## config.mk

```make
export PLATFORM = sky130hd
export DESIGN_NAME = mesi_bus_ctrl
export DESIGN_NICKNAME = d
export VERILOG_FILES = /design/src/rtl/mesi_pkg.sv /design/src/rtl/mesi_bus_ctrl_arb.sv /design/src/rtl/mesi_bus_ctrl.sv
export SDC_FILE = /design/constraint.sdc
export NUM_CORES = 1
export LEC_CHECK = 0
export BUFFER_PORTS_ARGS = -buffer_cell sky130_fd_sc_hd__buf_2
export CORE_MARGIN = 5
export CORE_UTILIZATION = 50
export DETAILED_ROUTE_END_ITERATION = 10
export PLACE_DENSITY = 0.91
export SLEW_MARGIN = 20
export SYNTH_ARGS = -nofsm -noshare
export SYNTH_HDL_FRONTEND = slang
export SYNTH_HIERARCHICAL = 1
export SYNTH_SLANG_ARGS = --single-unit
```

## constraint.sdc

```tcl
create_clock -name CLK -period 5.06 [get_ports CLK]
set_input_delay 0.759 -clock CLK [delete_from_list [all_inputs] [get_ports CLK]]
set_output_delay 0.759 -clock CLK [all_outputs]
set_load 0.01 [all_outputs]
```

## src/rtl/mesi_pkg.sv

```systemverilog
// Shared definitions for the MESI bus controller and the per-line snoopers.
package mesi_pkg;

  typedef enum logic [2:0] {
    ST_IDLE  = 3'd0,
    ST_BCAST = 3'd1,
    ST_SNOOP = 3'd2,
    ST_WB    = 3'd3,
    ST_MEM   = 3'd4,
    ST_DONE  = 3'd5
  } bus_state_t;

  // Bus events use the snooper CPU_event coding {inv,wh,wm,rh,rm}.
  localparam logic [4:0] EV_NONE = 5'b00000;
  localparam logic [4:0] EV_INV  = 5'b10000;
  localparam logic [4:0] EV_WM   = 5'b00100;
  localparam logic [4:0] EV_RM   = 5'b00001;

  localparam logic [1:0] OP_NONE = 2'b00;
  localparam logic [1:0] OP_RM   = 2'b01;
  localparam logic [1:0] OP_WM   = 2'b10;
  localparam logic [1:0] OP_INV  = 2'b11;

  typedef enum logic [2:0] {
    LS_I = 3'b001,
    LS_S = 3'b010,
    LS_E = 3'b011,
    LS_M = 3'b100
  } line_state_t;

  function automatic logic [4:0] op_to_event(input logic [1:0] op);
    case (op)
      OP_RM:   return EV_RM;
      OP_WM:   return EV_WM;
      OP_INV:  return EV_INV;
      default: return EV_NONE;
    endcase
  endfunction

endpackage

```

## src/rtl/mesi_bus_ctrl_arb.sv

```systemverilog
// Combinational round-robin arbiter: first eligible index after ptr, with wrap.
module rr_arbiter #(
  parameter int N  = 4,
  parameter int IW = (N > 1) ? $clog2(N) : 1
) (
  input  logic [N-1:0]  eligible,
  input  logic [IW-1:0] ptr,
  output logic [N-1:0]  grant,
  output logic [IW-1:0] index
);

  logic found;

  // Scan ptr+1 .. ptr+N (mod N); the first hit wins.
  always_comb begin
    grant = '0;
    index = '0;
    found = 1'b0;
    for (int k = 1; k <= N; k++) begin
      if (!found && eligible[(int'(ptr) + k) % N]) begin
        found = 1'b1;
        grant[(int'(ptr) + k) % N] = 1'b1;
        index = IW'((int'(ptr) + k) % N);
      end
    end
  end

endmodule

```

## src/rtl/mesi_bus_ctrl.sv

```systemverilog
// Shared-bus controller: round-robin grant, snoop broadcast, write-back and fill sequencing.
//
// state    | meaning
// ---------+------------------------------------------------------------
// ST_IDLE  | waiting for an eligible request, arbitrating each cycle
// ST_BCAST | bus event on the bus for one cycle, grant asserted
// ST_SNOOP | sample snooper shared/abort (source's own response masked)
// ST_WB    | write-back of the Modified copy, until mem_ack
// ST_MEM   | memory fill read, until mem_ack
// ST_DONE  | completion pulse to the requester, pointer advanced
module mesi_bus_ctrl
  import mesi_pkg::*;
#(
  parameter int N_REQ  = 4,
  parameter int ADDR_W = 8
) (
  input  logic                       CLK,
  input  logic                       CLR,
  input  logic [N_REQ-1:0]           req,
  input  logic [2*N_REQ-1:0]         req_op,
  input  logic [N_REQ*ADDR_W-1:0]    req_addr,
  output logic [N_REQ-1:0]           gnt,
  output logic                       bus_valid,
  output logic [4:0]                 bus_op,
  output logic [ADDR_W-1:0]          bus_addr,
  output logic [$clog2(N_REQ)-1:0]   bus_src,
  input  logic [N_REQ-1:0]           snoop_shared,
  input  logic [N_REQ-1:0]           snoop_abort,
  output logic                       mem_req,
  output logic                       mem_we,
  input  logic                       mem_ack,
  output logic [N_REQ-1:0]           done,
  output logic                       done_shared
);

  localparam int IW = $clog2(N_REQ);

  bus_state_t          state;
  logic [IW-1:0]       ptr;
  logic [1:0]          op_q;
  logic                sh_q;
  logic                ab_q;

  logic [N_REQ-1:0]    eligible;
  logic [N_REQ-1:0]    arb_gnt;
  logic [IW-1:0]       arb_idx;
  logic [1:0]          sel_op;
  logic [ADDR_W-1:0]   sel_addr;
  logic                sh_now;
  logic                ab_now;

  rr_arbiter #(.N(N_REQ), .IW(IW)) u_arb (
    .eligible (eligible),
    .ptr      (ptr),
    .grant    (arb_gnt),
    .index    (arb_idx)
  );

  // Eligibility and the op/address of whichever requester the arbiter picks.
  always_comb begin
    eligible = '0;
    sel_op   = OP_NONE;
    sel_addr = '0;
    for (int i = 0; i < N_REQ; i++) begin
      eligible[i] = req[i] && (req_op[2*i +: 2] != OP_NONE);
      if (arb_gnt[i]) begin
        sel_op   = req_op[2*i +: 2];
        sel_addr = req_addr[ADDR_W*i +: ADDR_W];
      end
    end
  end

  // gnt is one-hot of the source while in SNOOP, so it doubles as the self-mask.
  always_comb begin
    sh_now = |(snoop_shared & ~gnt);
    ab_now = |(snoop_abort & ~gnt);
  end

  // Sequencer: state, latched transaction fields and registered outputs.
  always_ff @(posedge CLK or posedge CLR) begin
    if (CLR) begin
      state       <= ST_IDLE;
      ptr         <= IW'(N_REQ - 1);
      op_q        <= OP_NONE;
      sh_q        <= 1'b0;
      ab_q        <= 1'b0;
      gnt         <= '0;
      bus_valid   <= 1'b0;
      bus_op      <= EV_NONE;
      bus_addr    <= '0;
      bus_src     <= '0;
      mem_req     <= 1'b0;
      mem_we      <= 1'b0;
      done        <= '0;
      done_shared <= 1'b0;
    end else begin
      bus_valid   <= 1'b0;
      done        <= '0;
      done_shared <= 1'b0;
      case (state)
        ST_IDLE: begin
          if (|eligible) begin
            op_q      <= sel_op;
            bus_addr  <= sel_addr;
            bus_src   <= arb_idx;
            gnt       <= arb_gnt;
            bus_valid <= 1'b1;
            bus_op    <= op_to_event(sel_op);
            state     <= ST_BCAST;
          end
        end
        ST_BCAST: begin
          bus_op <= EV_NONE;
          state  <= ST_SNOOP;
        end
        ST_SNOOP: begin
          sh_q <= sh_now;
          ab_q <= ab_now;
          if (op_q == OP_INV) begin
            done  <= gnt;
            state <= ST_DONE;
          end else if (ab_now) begin
            mem_req <= 1'b1;
            mem_we  <= 1'b1;
            state   <= ST_WB;
          end else begin
            mem_req <= 1'b1;
            mem_we  <= 1'b0;
            state   <= ST_MEM;
          end
        end
        ST_WB: begin
          if (mem_ack) begin
            mem_we <= 1'b0;
            state  <= ST_MEM;
          end
        end
        ST_MEM: begin
          if (mem_ack) begin
            mem_req     <= 1'b0;
            done        <= gnt;
            done_shared <= (op_q == OP_RM) && (sh_q || ab_q);
            state       <= ST_DONE;
          end
        end
        ST_DONE: begin
          gnt   <= '0;
          ptr   <= bus_src;
          state <= ST_IDLE;
        end
        default: state <= ST_IDLE;
      endcase
    end
  end

endmodule

```

Word level (Yosys, flattened, before mapping)
Index checks and enable logic that the tools add are counted.
{"block": "totals", "reg_bits": 36, "in_bits": 55, "output_inout_bits": 27, "wordCells": 151}
{"block": "classes", "n_addsub": 4, "magnitude_cmp": 8, "eq_ne": 14, "muxes": 63, "bitwise": 10, "reduce_logical": 38}
{"op": "8-bit two-way mux", "count": 4}
{"op": "4-bit two-way mux", "count": 7}
{"op": "1-bit two-way mux", "count": 23}
{"op": "3-bit by 4-bit less-than comparator with 1-bit output, second input constant", "count": 4}
{"op": "2-bit two-way mux", "count": 8}
{"op": "4-bit case mux with 2 select lines", "count": 2}
{"op": "2-bit nonzero test", "count": 8}
{"op": "3-bit two-way mux", "count": 5}
{"op": "3-bit case mux with 5 select lines", "count": 1}
{"op": "5-bit case mux with 3 select lines", "count": 1}
{"op": "3-bit by 1-bit greater-or-equal comparator with 1-bit output, second input constant", "count": 4}
{"op": "1-bit logical AND", "count": 12}
{"op": "4-bit OR", "count": 3}
{"op": "4-bit OR reduction", "count": 3}
{"op": "5-bit case mux with 2 select lines", "count": 1}
{"op": "3-bit AND reduction", "count": 3}
{"op": "4-bit bitwise AND", "count": 2}
{"op": "1-bit binary-select mux with 2-bit select", "count": 4}
{"op": "1-bit demux with 2-bit select", "count": 4}
{"op": "2-bit inequality test, second input constant", "count": 4}
{"op": "2-bit OR reduction", "count": 4}
{"op": "2-bit equality test, second input constant", "count": 3}
{"op": "3-bit by 2-bit equality test with 1-bit output, second input constant", "count": 2}
{"op": "3-bit equality test, second input constant", "count": 2}
{"op": "other kinds (12)", "count": 23}

Depth between registers and ports, before layout
Gate-level depths: netlist (run 1).
{"block": "depth", "word_depth": 24, "depth_mapped": 12, "depth_no_buf": 10}

Modules after synthesis
Netlist (run 1), hierarchy kept.
{"mod": "mesi_bus_ctrl", "n_inst": 1, "cells_per_inst": 186, "area_per_inst_um2": 1871.8, "seq_area_each_um2": 853.3}
{"mod": "rr_arbiter", "n_inst": 1, "cells_per_inst": 59, "area_per_inst_um2": 494.2, "seq_area_each_um2": 0.0}

Worst setup path after synthesis (run 1)
No wires, ideal clock.
{"block": "synth_timing", "kind": "input to register", "from": "in req_op[4]", "to": "reg bus_addr[6]", "setup_time_ps": 125, "t_arrival_ps": 2995, "t_required_ps": 4935, "slack_ps": 1940, "path_stages": 12, "path_buffers": 2, "cell_sequence": "o21ai_2 > inv_1 > buf_6 > mux4_2 > nand2_1 > o21ai_1 > a221o_1 > nor2b_1 > clkbuf_1 > a221oi_1 > o31ai_1 > mux2_4"}
{"block": "synth_via", "elab_chain_len": 19, "word_cells_on_any_way": 36, "cone_classes": "mux: 23; bitwise: 3; reduce/logical: 10"}
{"item": "start, declared", "line": "mesi_bus_ctrl.sv:20", "text": "input logic [2*N_REQ-1:0] req_op,"}
{"item": "2-bit nonzero test (*)", "line": "mesi_bus_ctrl.sv:65", "text": "eligible[i] = req[i] && (req_op[2*i +: 2] != OP_NONE);"}
{"item": "1-bit logical AND (*)", "line": "mesi_bus_ctrl.sv:65"}
{"item": "via eligible[2]", "line": "mesi_bus_ctrl.sv:44", "text": "logic [N_REQ-1:0] eligible;"}
{"item": "1-bit binary-select mux with 2-bit select", "line": "mesi_bus_ctrl_arb.sv:20", "text": "if (!found && eligible[(int'(ptr) + k) % N]) begin"}
{"item": "1-bit two-way mux (not written as such) (2 in series)", "line": "mesi_bus_ctrl_arb.sv:20"}
{"item": "1-bit two-way mux", "line": "mesi_bus_ctrl_arb.sv:20"}
{"item": "1-bit zero test", "line": "mesi_bus_ctrl_arb.sv:20"}
{"item": "1-bit logical AND", "line": "mesi_bus_ctrl_arb.sv:20"}
{"item": "1-bit two-way mux", "line": "mesi_bus_ctrl_arb.sv:20"}
{"item": "1-bit zero test", "line": "mesi_bus_ctrl_arb.sv:20"}
{"item": "1-bit logical AND", "line": "mesi_bus_ctrl_arb.sv:20"}
{"item": "1-bit two-way mux", "line": "mesi_bus_ctrl_arb.sv:20"}
{"item": "1-bit zero test", "line": "mesi_bus_ctrl_arb.sv:20"}
{"item": "1-bit logical AND", "line": "mesi_bus_ctrl_arb.sv:20"}
{"item": "4-bit two-way mux (*)", "line": "mesi_bus_ctrl_arb.sv:20"}
{"item": "via arb_gnt[0]", "line": "mesi_bus_ctrl.sv:45", "text": "logic [N_REQ-1:0] arb_gnt;"}
{"item": "8-bit two-way mux (*) (4 in series)", "line": "mesi_bus_ctrl.sv:66", "text": "if (arb_gnt[i]) begin"}
{"item": "end signal, assigned", "line": "mesi_bus_ctrl.sv:104", "text": "bus_addr <= sel_addr;"}
{"item": "end, declared", "line": "mesi_bus_ctrl.sv:25", "text": "output logic [ADDR_W-1:0] bus_addr,"}
Mark *: on every way through the listed nets, which the timed path passes. The rest lies on a longest branch. The select of a mux whose other input is x is not followed.
A chain may end at the register's enable or synchronous reset.

Worst setup path in the final report (run 1)
{"block": "layout_timing", "from": "reg ptr[0]", "to": "reg op_q[0]"}
{"block": "layout_via", "word_cells_on_any_way": 64, "cone_classes": "add/sub: 4; order compare: 8; mux: 31; bitwise: 7; reduce/logical: 14"}
{"item": "start, declared", "line": "mesi_bus_ctrl.sv:39", "text": "logic [IW-1:0] ptr;"}
{"item": "start signal, assigned", "line": "mesi_bus_ctrl.sv:83", "text": "ptr <= IW'(N_REQ - 1);"}
{"item": "start signal, assigned", "line": "mesi_bus_ctrl.sv:148", "text": "ptr <= bus_src;"}
{"item": "2-bit by 1-bit adder with 2-bit output", "line": "mesi_bus_ctrl_arb.sv:20, mesi_bus_ctrl_arb.sv:22"}
{"item": "2-bit OR reduction (no source line) / 1-bit binary-select mux with 2-bit select (equally long branches)"}
{"item": "1-bit bitwise AND (no source line) / 1-bit two-way mux (equally long branches)"}
{"item": "3-bit by 4-bit less-than comparator with 1-bit output (not written as such) (tied with other cells)", "line": "mesi_bus_ctrl_arb.sv:22", "text": "grant[(int'(ptr) + k) % N] = 1'b1;"}
{"item": "1-bit logical AND (not written as such) / 1-bit two-way mux (equally long branches)", "line": "mesi_bus_ctrl_arb.sv:22, mesi_bus_ctrl_arb.sv:20"}
{"item": "1-bit two-way mux (not written as such) / 1-bit zero test (equally long branches)", "line": "mesi_bus_ctrl_arb.sv:22, mesi_bus_ctrl_arb.sv:20"}
{"item": "1-bit demux with 2-bit select / 1-bit logical AND (equally long branches)"}
{"item": "4-bit two-way mux / 1-bit two-way mux (equally long branches)", "line": "mesi_bus_ctrl_arb.sv:20"}
{"item": "4-bit OR (no source line) / 1-bit zero test (equally long branches)"}
{"item": "4-bit two-way mux / 1-bit logical AND (equally long branches)", "line": "mesi_bus_ctrl_arb.sv:20"}
{"item": "4-bit OR (no source line) / 1-bit two-way mux (equally long branches)"}
{"item": "4-bit two-way mux / 1-bit zero test (equally long branches)", "line": "mesi_bus_ctrl_arb.sv:20"}
{"item": "4-bit OR (no source line) / 1-bit logical AND (equally long branches)"}
{"item": "4-bit two-way mux (*)", "line": "mesi_bus_ctrl_arb.sv:20"}
{"item": "via arb_gnt[1]", "line": "mesi_bus_ctrl.sv:45"}
{"item": "2-bit two-way mux (*) (3 in series)", "line": "mesi_bus_ctrl.sv:66"}
{"item": "end signal, assigned", "line": "mesi_bus_ctrl.sv:103", "text": "op_q <= sel_op;"}
{"item": "end, declared", "line": "mesi_bus_ctrl.sv:40", "text": "logic [1:0] op_q;"}
Marked as above.

==> summary.md, run 1 <==
| Metric | Value |
|---|---|
| Drt total wl | 5.906 mm |
| Crit path kind | reg -> reg |
| Top cell type by total area after synthesis | dfrtp_1 |
| Layout area overhead | 19.25% |
| First-pass GRT wire length | 9.480 mm |
| Dpl hpwl | 4.455 mm |
| Pwr dens | 647.1 nW/um^2 |
| Min cycle time layout | 3.787 ns |
| Final net count | 380 |
| Setup TNS | 0 ns |
| Buffers on Ports | 79 |
| Worst-path fanout max | 18 |
| Fillers | 390 |
| Synth warnings | 6 |
| Final Hold Viols | 0 |
| DRC violation count after routing | 0 |
| Worst r2r src | ptr[0] |
| Worst Reg2Reg Path Length in Cells | 10 |
| Initial DRC count | 137 |
| Crit path DAT | 4.01 ns |
| RD Place Congestion | 0.9508 |
| Post-CTS Setup Inserts | 0 |
| R2R Setup Slk | 1.27 ns |
| Fmax | 0.2641 GHz |
| Drt pass-1 iters | 4 |
| Max_cap viols | 0 |
| WL/cell | 15.88 um |
| Syn Inst Count | 245 |
| Unrepaired setup endpoints after global routing | false |
| WP data required | 5.28 ns |
| Core area | 4661 sq um |
| Distinct cells, synth | 59 |
| Prevailing post-synth register cell | dfrtp_1 |
| Layout cell share with drive strength beyond 1 | 38.36% |
| CTS H-tree depth | 2 |
| CTS max path bufs | 2 |
| Dpl cells | 364 |
| Via count | 2189 |
| Worst skew pair latency | 0.29 ns |
| Post-synth EDFFs | 0 |
| TritonCTS buffer count | 5 |
| Drt via density | 5.884 |
| Post-cts resize count | 0 |
| Peak supply drop | 0.3362 mV |
| Initial antenna violation count | 0 |
| Top-area cell type share of the netlist area | 33.84% |
| Row cnt | 25 |
| Clk sinks | 34 |
| Largest net degree at the start of global routing | 35 |
| Status | completed |
| Non-Filler Instances | 372 |
| Initial Util | 50.77% |
| Die area | 6208 sq um |
| Diode count | 0 |
| Async S/R FF share, synth | 100.0% |
| Synthesized area per cell | 9.657 sq um |
| CP endpoint kind | flop |
| Relative slew slack | 51.01% |
| Layout Skew | 0.007229 ns |
| Critical Path Sink | op_q[0] |
| Synth area leaders | dfrtp_1 34%, mux2_2 6.2%, nand2_1 4.3% |
| P_leak | 1.332 nW |
| Max-slew violations | 0 |
| CP Launch Type | flop |
| GRT overflow | 0 |
| Num ports | 82 |
| Root Buffer | clkbuf_8 |
| Clock transition at the registers of the reported paths | 0.06 ns |
| Final setup violation count | 0 |
| Worst Hold Class | reg -> reg |
| Post-Syn Area | 2366 sq um |
| Hold_buf cts | 0 |
| Die Ht | 78.79 um |
| Vias in the first global route | 2052 |
| CP startpoint | ptr[0] |
| GR Util All Layers | 19.05% |
| Worst-Margin Slew | 0.7346 ns |
| Period utilisation layout | 74.83% |
| Die W | 78.79 um |
| R2R Path End | op_q[0] |
| Synthesis-stage register bit count | 34 |
| CTS tree | done |
| Post-DRT Antenna Nets | 0 |
| Sequential share of the synthesized area | 36.07% |
==> logic make-up after synthesis <==
kind of cell / count (synthesis) / share of synthesized area [%]
AOI/OAI and AO/OA: 77 / 25.86
adders and majority gates: 8 / 4.231
buffers and inverters: 33 / 7.509
DFF: 34 / 36.07
muxes: 17 / 9.360
other: 1 / 0.1585
and+or+nand+nor: 75 / 16.82
==> placed cells by master, fill, tap and decap left out, types with 6 or more instances in the layout <==
cell type  instances
ha_1               8
nand2_1           27
o21ai_0           14
buf_2             79
dfrtp_1           32
a221oi_1           9
mux2_2            13
nor2_1            15
o31ai_1           10
clkbuf_8           6
nor2b_1            7
inv_1             16
==> state kept, by name, summed over array words and instances (netlist names), 2 cells and up <==
signal,cells
bus_src,2
bus_op,3
gnt,4
op_q,2
state,3
ptr,2
bus_addr,8
done,4
==> worst min path at each step <==
stage                 from     endpoint  depth (start not counted)
3_3_place_gp   bus_addr[7]  bus_addr[7]                          1
6_report         bus_op[2]    bus_op[2]                          1
3_5_place_dp     bus_op[2]    bus_op[2]                          1
2_1_floorplan         ab_q         ab_q                          1
5_1_grt        bus_addr[2]  bus_addr[2]                          1
4_1_cts          bus_op[2]    bus_op[2]                          1
==> stage by stage <==
step	total power [mW]	hold WS, ns	setup slack, ns	instance area [sq um]	utilization (%)
finish	1.826	0.4898	1.273	2821	60.54
global route	1.974	0.5212	1.035	2821	60.54
CTS	1.819	0.4971	1.297	2821	60.54
detailed placement	1.603	0.4802	1.231	2726	58.50
global placement	1.573	0.4840	1.384	2726	58.50
floorplan	1.372	0.4815	1.940	2370	-
==> worst max-delay path: stages (launching register included) <==
cell	delay, ns
dfstp_2	0.75
inv_1	0.16
ha_1	0.42
mux4_2	0.44
nand2_1	0.10
o21ai_1	0.06
a221o_1	0.45
nor2b_1	0.60
a22oi_1	0.15
a31oi_1	0.36
mux2_2	0.22
==> routing by layer <==
metal,global-route usage (%),part of all wire [%]
met4,7.343,2.3
met1,24.53,42
met5,0,0
met2,32.09,50
met3,2.948,6.4
==> Yosys cell counts, types with 3 or more instances <==
cell,count
a21oi_1,4
a221oi_1,9
ha_1,8
o21ai_0,14
a211oi_1,3
nand3_1,5
nor2b_1,7
buf_2,4
inv_1,16
nor3_1,4
dfrtp_1,32
buf_6,4
nor2_1,15
o31ai_1,10
o21ai_1,5
mux2_2,13
a221o_1,4
nand2_1,27
a31oi_1,4
clkbuf_1,5
==> cell type report <==
class	count	area, sq um	share of cell area [%]
Inverter	17	63.81	2.262
Clock buffer	6	82.58	2.927
Clock inverter	2	12.51	0.4435
Multi-Input combinational cell	179	1339	47.45
Sequential cell	34	853.3	30.24
Tap cell	54	67.56	2.395
Timing Repair Buffer	80	402.9	14.28
==> power by group <==
group          total, mW  internal [mW]  switching (mW)
combinational       1.10          0.484           0.614
clock              0.210          0.109           0.100
sequential         0.518          0.386           0.132
total               1.83          0.979           0.846
Note: power is estimated with default switching activity, not from simulation.
==> run 2, diff against run 1 <==
==> constraint.sdc (replaced) <==
create_clock -name CLK -period 3.7 [get_ports CLK]
set_input_delay 0.555 -clock CLK [delete_from_list [all_inputs] [get_ports CLK]]
set_output_delay 0.555 -clock CLK [all_outputs]
set_load 0.01 [all_outputs]
==> summary.md, run 2 (synthesized netlist as in run 1, its figures left out) <==
| Metric | Value |
|---|---|
| Max_cap viols | 0 (unchanged) |
| Vias in the first global route | 2053 (+0.049%) |
| Initial DRC count | 172 (+26%) |
| Fmax | 0.2968 GHz (+12%) |
| Final instance area | 2869 sq um (+1.7%) |
| Max reg flops | 8 (unchanged) |
| Num ports | 82 (unchanged) |
| CP endpoint kind | flop |
| Commonest non-fill, non-tap cell in the layout | buf_2 |
| Die W | 78.79 um (unchanged) |
| Status | completed |
| P_leak | 1.362 nW (+2.3%) |
| Final Hold Viols | 0 (unchanged) |
| Die area | 6208 sq um (unchanged) |
| Initial Util | 50.77% (unchanged) |
| Area of the multi-input gates | 1339 sq um (unchanged) |
| Row cnt | 25 (unchanged) |
| Clock power share | 13.5% (+2.0 points) |
| Layout cell share with drive strength beyond 1 | 38.94% (+0.58 points) |
| Via count | 2170 (-0.87%) |
| Max-slew violations | 0 (unchanged) |
| Drt via density | 5.787 (-1.7%) |
| Diode count | 0 (unchanged) |
| Largest net degree at the start of global routing | 35 (unchanged) |
| Initial antenna violation count | 0 (unchanged) |
| DRC violation count after routing | 0 (unchanged) |
| Hold WS | 0.3431 ns (-0.1467 ns) |
| GR Util All Layers | 19.71% (+0.67 points) |
| Drt total wl | 5.954 mm (+0.81%) |
| Placed cell area | 2756 sq um (+1.1%) |
| CTS max path bufs | 2 (unchanged) |
| Min cycle time layout | 3.370 ns (-0.4168 ns) |
| Comb power frac | 60.4% (+0.2 points) |
| Period utilisation layout | 91.07% (+16 points) |
| WP data required | 3.94 ns (-1.34 ns) |
| Most frequent cells in the layout | 79 x buf_2, 32 x dfrtp_1, 27 x nand2_1 |
| First-pass GRT wire length | 9.680 mm (+2.1%) |
| Net switching power figure | 1.168 mW (+38%) |
| WL/cell | 15.88 um (about the same) |
| Register area | 853.3 sq um (unchanged) |
| Clock transition at the registers of the reported paths | 0.07 ns (about the same) |
| R2R Setup Slk | 0.33 ns (-0.94 ns) |
| CTS H-tree depth | 2 (unchanged) |
| Clk sinks | 34 (unchanged) |
| Peak supply drop | 0.6960 mV (+110%) |
| Drt pass-1 iters | 4 (unchanged) |
| Final net count | 384 (+1.1%) |
| Die Ht | 78.79 um (unchanged) |
| Layout Skew | 0.009609 ns (+0.002380 ns) |
| Worst Reg2Reg Path Length in Cells | 10 (unchanged) |
| Core area | 4661 sq um (unchanged) |
| CTS tree | done |
| Worst skew pair latency | 0.30 ns (about the same) |
| Worst Hold Class | in -> async |
| Worst-Margin Slew | 0.6536 ns (-0.08097 ns) |
| Largest registers | bus_addr (8), done (4), gnt (4) |
| GRT overflow | 0 (unchanged) |
| RD Place Congestion | 0.9087 (-4.4%) |
| Fillers | 375 (-3.8%) |
| Crit path kind | reg -> reg |
| Pwr dens | 911.5 nW/um^2 (+41%) |
| Post-cts resize count | 0 (unchanged) |
| Buffers on Ports | 79 (unchanged) |
| Dpl hpwl | 4.591 mm (+3.0%) |
| P_int | 1.447 mW (+48%) |
| Layout area overhead | 21.26% |
| Crit path DAT | 3.61 ns (-0.40 ns) |
| Switching Fraction | 44.68% (-1.7 points) |
| R2R Path End | op_q[0] |
| Sequential Power Share | 26.1% (-2.3 points) |
| Worst-path fanout max | 10 (-8) |
| CP Launch Type | flop |
| Unrepaired setup endpoints after global routing | false |
| Most flops, register | bus_addr |
| Worst r2r src | ptr[1] |
| TritonCTS buffer count | 5 (unchanged) |
| Relative slew slack | 55.95% (+4.9 points) |
| Post-DRT Antenna Nets | 0 (unchanged) |
| Post-CTS Setup Inserts | 0 (unchanged) |
| Final setup violation count | 0 (unchanged) |
| Hold_buf cts | 0 (unchanged) |
| Root Buffer | clkbuf_8 |
| Setup TNS | 0 ns (unchanged) |
## run 2: changes by cell type in the layout (fill, tap and decap cells not counted), sizes merged
cell      change
buf           +4
clkinv        -1
bufinv        +1
clkinvlp      -1
## run 2: layout make-up
class / count / share of cell area (%)
Inverter: 17 / 2.224
Multi-Input combinational cell: 179 / 46.66
Clock inverter: 1 / 1.047
Sequential cell: 34 / 29.74
Timing Repair Buffer: 84 / 15.09
Clock buffer: 6 / 2.878
Tap cell: 54 / 2.355
## run 2: power by group through the flow
stage                     Clock (mW)  Combinational (mW)  Sequential [mW]
final                          0.352                1.58            0.683
after global routing           0.371                1.76            0.712
after CTS                      0.358                1.58            0.681
after detailed placement           0                1.57            0.684
after global placement             0                1.54            0.679
after floorplan                    0                1.20            0.673
## run 2: worst max-delay path, cell delays in order (launching register included)
cell     delay [ns]
dfstp_2        0.63
inv_1          0.14
ha_1           0.40
mux4_2         0.43
nand2_1        0.10
o21ai_1        0.06
a221o_1        0.30
nor2b_1        0.50
a22oi_1        0.13
a31oi_1        0.39
mux2_2         0.23
## run 2: metrics by stage
stage	utilization [%]	instances	power, mW	setup WS (ns)
6_report	61.56	375	2.615	0.3303
5_1_grt	61.56	375	2.845	0.06279
4_1_cts	61.56	375	2.619	0.3237
3_5_place_dp	59.14	368	2.257	0.2132
3_3_place_gp	59.14	368	2.217	0.4137
2_1_floorplan	-	246	1.877	0.6769
## run 2: routing by layer
layer  vias up  wire length [um]  GRT usage (%)
li1       1051                 -              -
met1      1018              2418          25.40
met2        87              3016          33.28
met3        14               403          3.515
met4         0               114          6.818
met5         -                 0              0
## run 2: worst max-delay path by stage
stage	end	depth (start not counted)	start
2_1_floorplan	bus_addr[6]	12	ptr[0]
3_5_place_dp	op_q[0]	11	req_op[4]
6_report	op_q[0]	10	ptr[1]
4_1_cts	op_q[0]	10	ptr[1]
5_1_grt	bus_op[0]	10	ptr[1]
3_3_place_gp	op_q[0]	11	req_op[4]
==> run 3, diff against run 2 <==
--- a/config.mk
+++ b/config.mk
@@ -9,9 +9,8 @@
 export CORE_MARGIN = 5
 export CORE_UTILIZATION = 50
 export DETAILED_ROUTE_END_ITERATION = 10
-export PLACE_DENSITY = 0.91
+export PLACE_DENSITY_LB_ADDON = 0.25
 export SLEW_MARGIN = 20
 export SYNTH_ARGS = -nofsm -noshare
 export SYNTH_HDL_FRONTEND = slang
-export SYNTH_HIERARCHICAL = 1
 export SYNTH_SLANG_ARGS = --single-unit
==> summary.md, run 3 <==
| Metric | Value |
|---|---|
| Status | completed |
| Initial Util | 50.95% (+0.19 points) |
| R2R Path End | bus_op[2] |
| Simple-gate share of the synthesized area | 14.07% (-2.7 points) |
| Num ports | 82 (unchanged) |
| Synth area leaders | dfrtp_1 34%, o211ai_1 6.3%, a21oi_1 5.7% |
| CTS max path bufs | 2 (unchanged) |
| Initial DRC count | 119 (-31%) |
| Distinct cells, synth | 60 (+1.7%) |
| Layout area overhead | 21.76% |
| Drt pass-1 iters | 4 (unchanged) |
| Worst r2r src | ptr[0] |
| Die area | 6228 sq um (+0.32%) |
| Crit path DAT | 3.41 ns (-0.20 ns) |
| Adder-Cell Fraction of Synth Area | 3.688% (-0.54 points) |
| Post-DRT Antenna Nets | 0 (unchanged) |
| Drt via density | 5.901 (+2.0%) |
| Final net count | 411 (+7.0%) |
| DRC violation count after routing | 0 (unchanged) |
| Root Buffer | clkbuf_8 |
| Commonest non-fill, non-tap cell in the layout | buf_2 |
| Prevailing post-synth register cell | dfrtp_1 |
| Largest registers | bus_addr (8), done (4), gnt (4) |
| Fmax | 0.3144 GHz (+5.9%) |
| Layout cell share with drive strength beyond 1 | 34.00% (-4.9 points) |
| Synth cell count leaders | 32 x dfrtp_1, 27 x a21oi_1, 24 x nand2_1 |
| Post-synth EDFFs | 0 (unchanged) |
| Peak supply drop | 0.4277 mV (-39%) |
| Worst skew pair latency | 0.28 ns (-0.02 ns) |
| GRT overflow | 0 (unchanged) |
| TritonCTS buffer count | 5 (unchanged) |
| First-pass GRT wire length | 10.45 mm (+7.9%) |
| Via count | 2384 (+9.9%) |
| GR Util All Layers | 20.94% (+1.2 points) |
| Worst Reg2Reg Path Length in Cells | 10 (unchanged) |
| Post-cts resize count | 0 (unchanged) |
| Non-Filler Instances | 404 (+7.7%) |
| Vias in the first global route | 2234 (+8.8%) |
| Worst-Margin Slew | 0.5903 ns (-0.06332 ns) |
| Row cnt | 25 (unchanged) |
| Relative slew slack | 60.47% (+4.5 points) |
| Max reg flops | 8 (unchanged) |
| Largest family of logic cells by synthesized area | compound AO/OA/AOI/OAI gates |
| Post-synthesis compound-gate area fraction | 35.56% (+9.7 points) |
| Placed cell area | 2800 sq um (+1.6%) |
| Worst-path fanout max | 17 (+7) |
| Final instance area | 2892 sq um (+0.78%) |
| Most flops, register | bus_addr |
| Worst Hold Class | in -> async |
| Most frequent cell after synthesis | dfrtp_1 |
| Drt total wl | 6.522 mm (+9.5%) |
| R2R Setup Slk | 0.52 ns (+0.19 ns) |
| Max-slew violations | 0 (unchanged) |
| Die W | 78.92 um (+0.16%) |
| Setup TNS | 0 ns (unchanged) |
| Final Hold Viols | 0 (unchanged) |
| Post-Syn Area | 2375 sq um (+0.37%) |
| Top-area cell type share of the netlist area | 33.72% (-0.12 points) |
| Pwr dens | 892.3 nW/um^2 (-2.1%) |
| Post-CTS Setup Inserts | 0 (unchanged) |
| Synth warnings | 0 (-6) |
| Final setup violation count | 0 (unchanged) |
| Unrepaired setup endpoints after global routing | false |
| Largest net degree at the start of global routing | 35 (unchanged) |
| Dpl hpwl | 5.067 mm (+10%) |
| Min cycle time layout | 3.181 ns (-0.1888 ns) |
| Clk sinks | 34 (unchanged) |
| Slowest CP cell | dfstp_2 |
| Sequential share of the synthesized area | 35.93% (-0.13 points) |
| WP data required | 3.93 ns (about the same) |
| P_leak | 1.361 nW (-0.11%) |
| CP endpoint kind | flop |
| Dpl cells | 396 (+7.6%) |
| Diode count | 0 (unchanged) |
| WL/cell | 16.14 um (+1.7%) |
| Core area | 4661 sq um (unchanged) |
| RD Place Congestion | 0.9525 (+4.8%) |
| Initial antenna violation count | 0 (unchanged) |
| Tot Pwr | 2.580 mW (-1.3%) |
| Mux cell area share after synthesis | 3.793% (-5.6 points) |
| CTS H-tree depth | 2 (unchanged) |
| Syn Inst Count | 271 (+11%) |
| CTS tree | done |
| Max incr delay on CP | 0.71 ns (+0.08 ns) |
| Die Ht | 78.92 um (+0.16%) |
| Clock transition at the registers of the reported paths | 0.07 ns (about the same) |
| Async S/R FF share, synth | 100.0% (unchanged) |
| Most frequent cells in the layout | 79 x buf_2, 32 x dfrtp_1, 27 x a21oi_1 |
| Layout Skew | 0.006297 ns (-0.003312 ns) |
| XOR/XNOR Fraction of Synth Area | 0% (unchanged) |
| Hold_buf cts | 0 (unchanged) |
| Max_cap viols | 0 (unchanged) |
| Cell chain of the critical path | inv_2, ha_1, mux4_2, nand2_1, o31ai_1, a221oi_2, buf_4, o2111ai_2, o211ai_2, a31o_1 |
| Crit path kind | reg -> reg |
| Period utilisation layout | 85.97% (-5.1 points) |
| CP Launch Type | flop |
| Buffers on Ports | 79 (unchanged) |
| Top cell type by total area after synthesis | dfrtp_1 |
| Synthesis-stage register bit count | 34 (unchanged) |
| Synthesized area per cell | 8.763 sq um (-9.3%) |
==> run 3: cell count changes after synthesis, sizes merged, moves of 5 or more <==
cell	delta
nor2	+6
a21oi	+23
a221oi	-9
mux2	-13
o31ai	-6
nor2b	-5
o211ai	+22
==> run 3: cell type report <==
class,count,area (sq um)
sequential,34,853.3
multi-input combinational,203,1364
tap,54,67.56
clock inverter,1,5.005
inverter,20,75.07
fill,429,1769
timing repair buffer,85,440.4
clock buffer,7,86.33
==> run 3: critical path: cells and delay by family (launching register included) <==
| family | cells | cell delay (ns) |
|---|---|---|
| AOI/OAI and AO/OA | 5 | 0.93 |
| and+or+nand+nor | 1 | 0.10 |
| buffers and inverters | 2 | 0.47 |
| muxes | 1 | 0.43 |
| adders and majority gates | 1 | 0.47 |
| DFF | 1 | 0.71 |
==> run 3: kinds of logic after synthesis <==
family          after synthesis
mux                           5
fa+ha+maj                     7
flops                        34
compound gates              116
other cells                   1
buf+inv                      35
simple gates                 73
==> run 3: worst max-delay path by stage <==
stage / start / endpoint / slack (ns)
after floorplan: ptr[1] / bus_op[2] / 0.89
after global placement: ptr[0] / op_q[0] / 0.66
after detailed placement: ptr[0] / bus_op[2] / 0.59
after CTS: ptr[0] / op_q[0] / 0.57
after global routing: ptr[0] / bus_op[2] / 0.31
final: ptr[0] / bus_op[2] / 0.52
==> run 3: where the power goes <==
part | internal, mW | switching [mW] | leakage (nW)
registers | 0.528 | 0.138 | 0.413
logic | 0.666 | 0.966 | 0.899
clock network | 0.150 | 0.131 | 0.0482
==> run 3: routing by layer <==
| metal | up-vias | GRT usage (%) | wire [um] |
|---|---|---|---|
| li1 | 1162 | - | - |
| met3 | 11 | 3.855 | 471 |
| met2 | 99 | 34.80 | 3235 |
| met1 | 1112 | 27.53 | 2726 |
| met5 | - | 0 | 0 |
| met4 | 0 | 7.045 | 89 |
==> run 3: per-stage QoR <==
step	hold slack (ns)	util, %	setup slack, ns
after detailed placement	0.4900	60.08	0.5942
after floorplan	0.4935	-	0.8897
final	0.3515	62.04	0.5191
after CTS	0.3616	62.04	0.5691
after global placement	0.4801	60.08	0.6578
after global routing	0.3840	62.04	0.3050
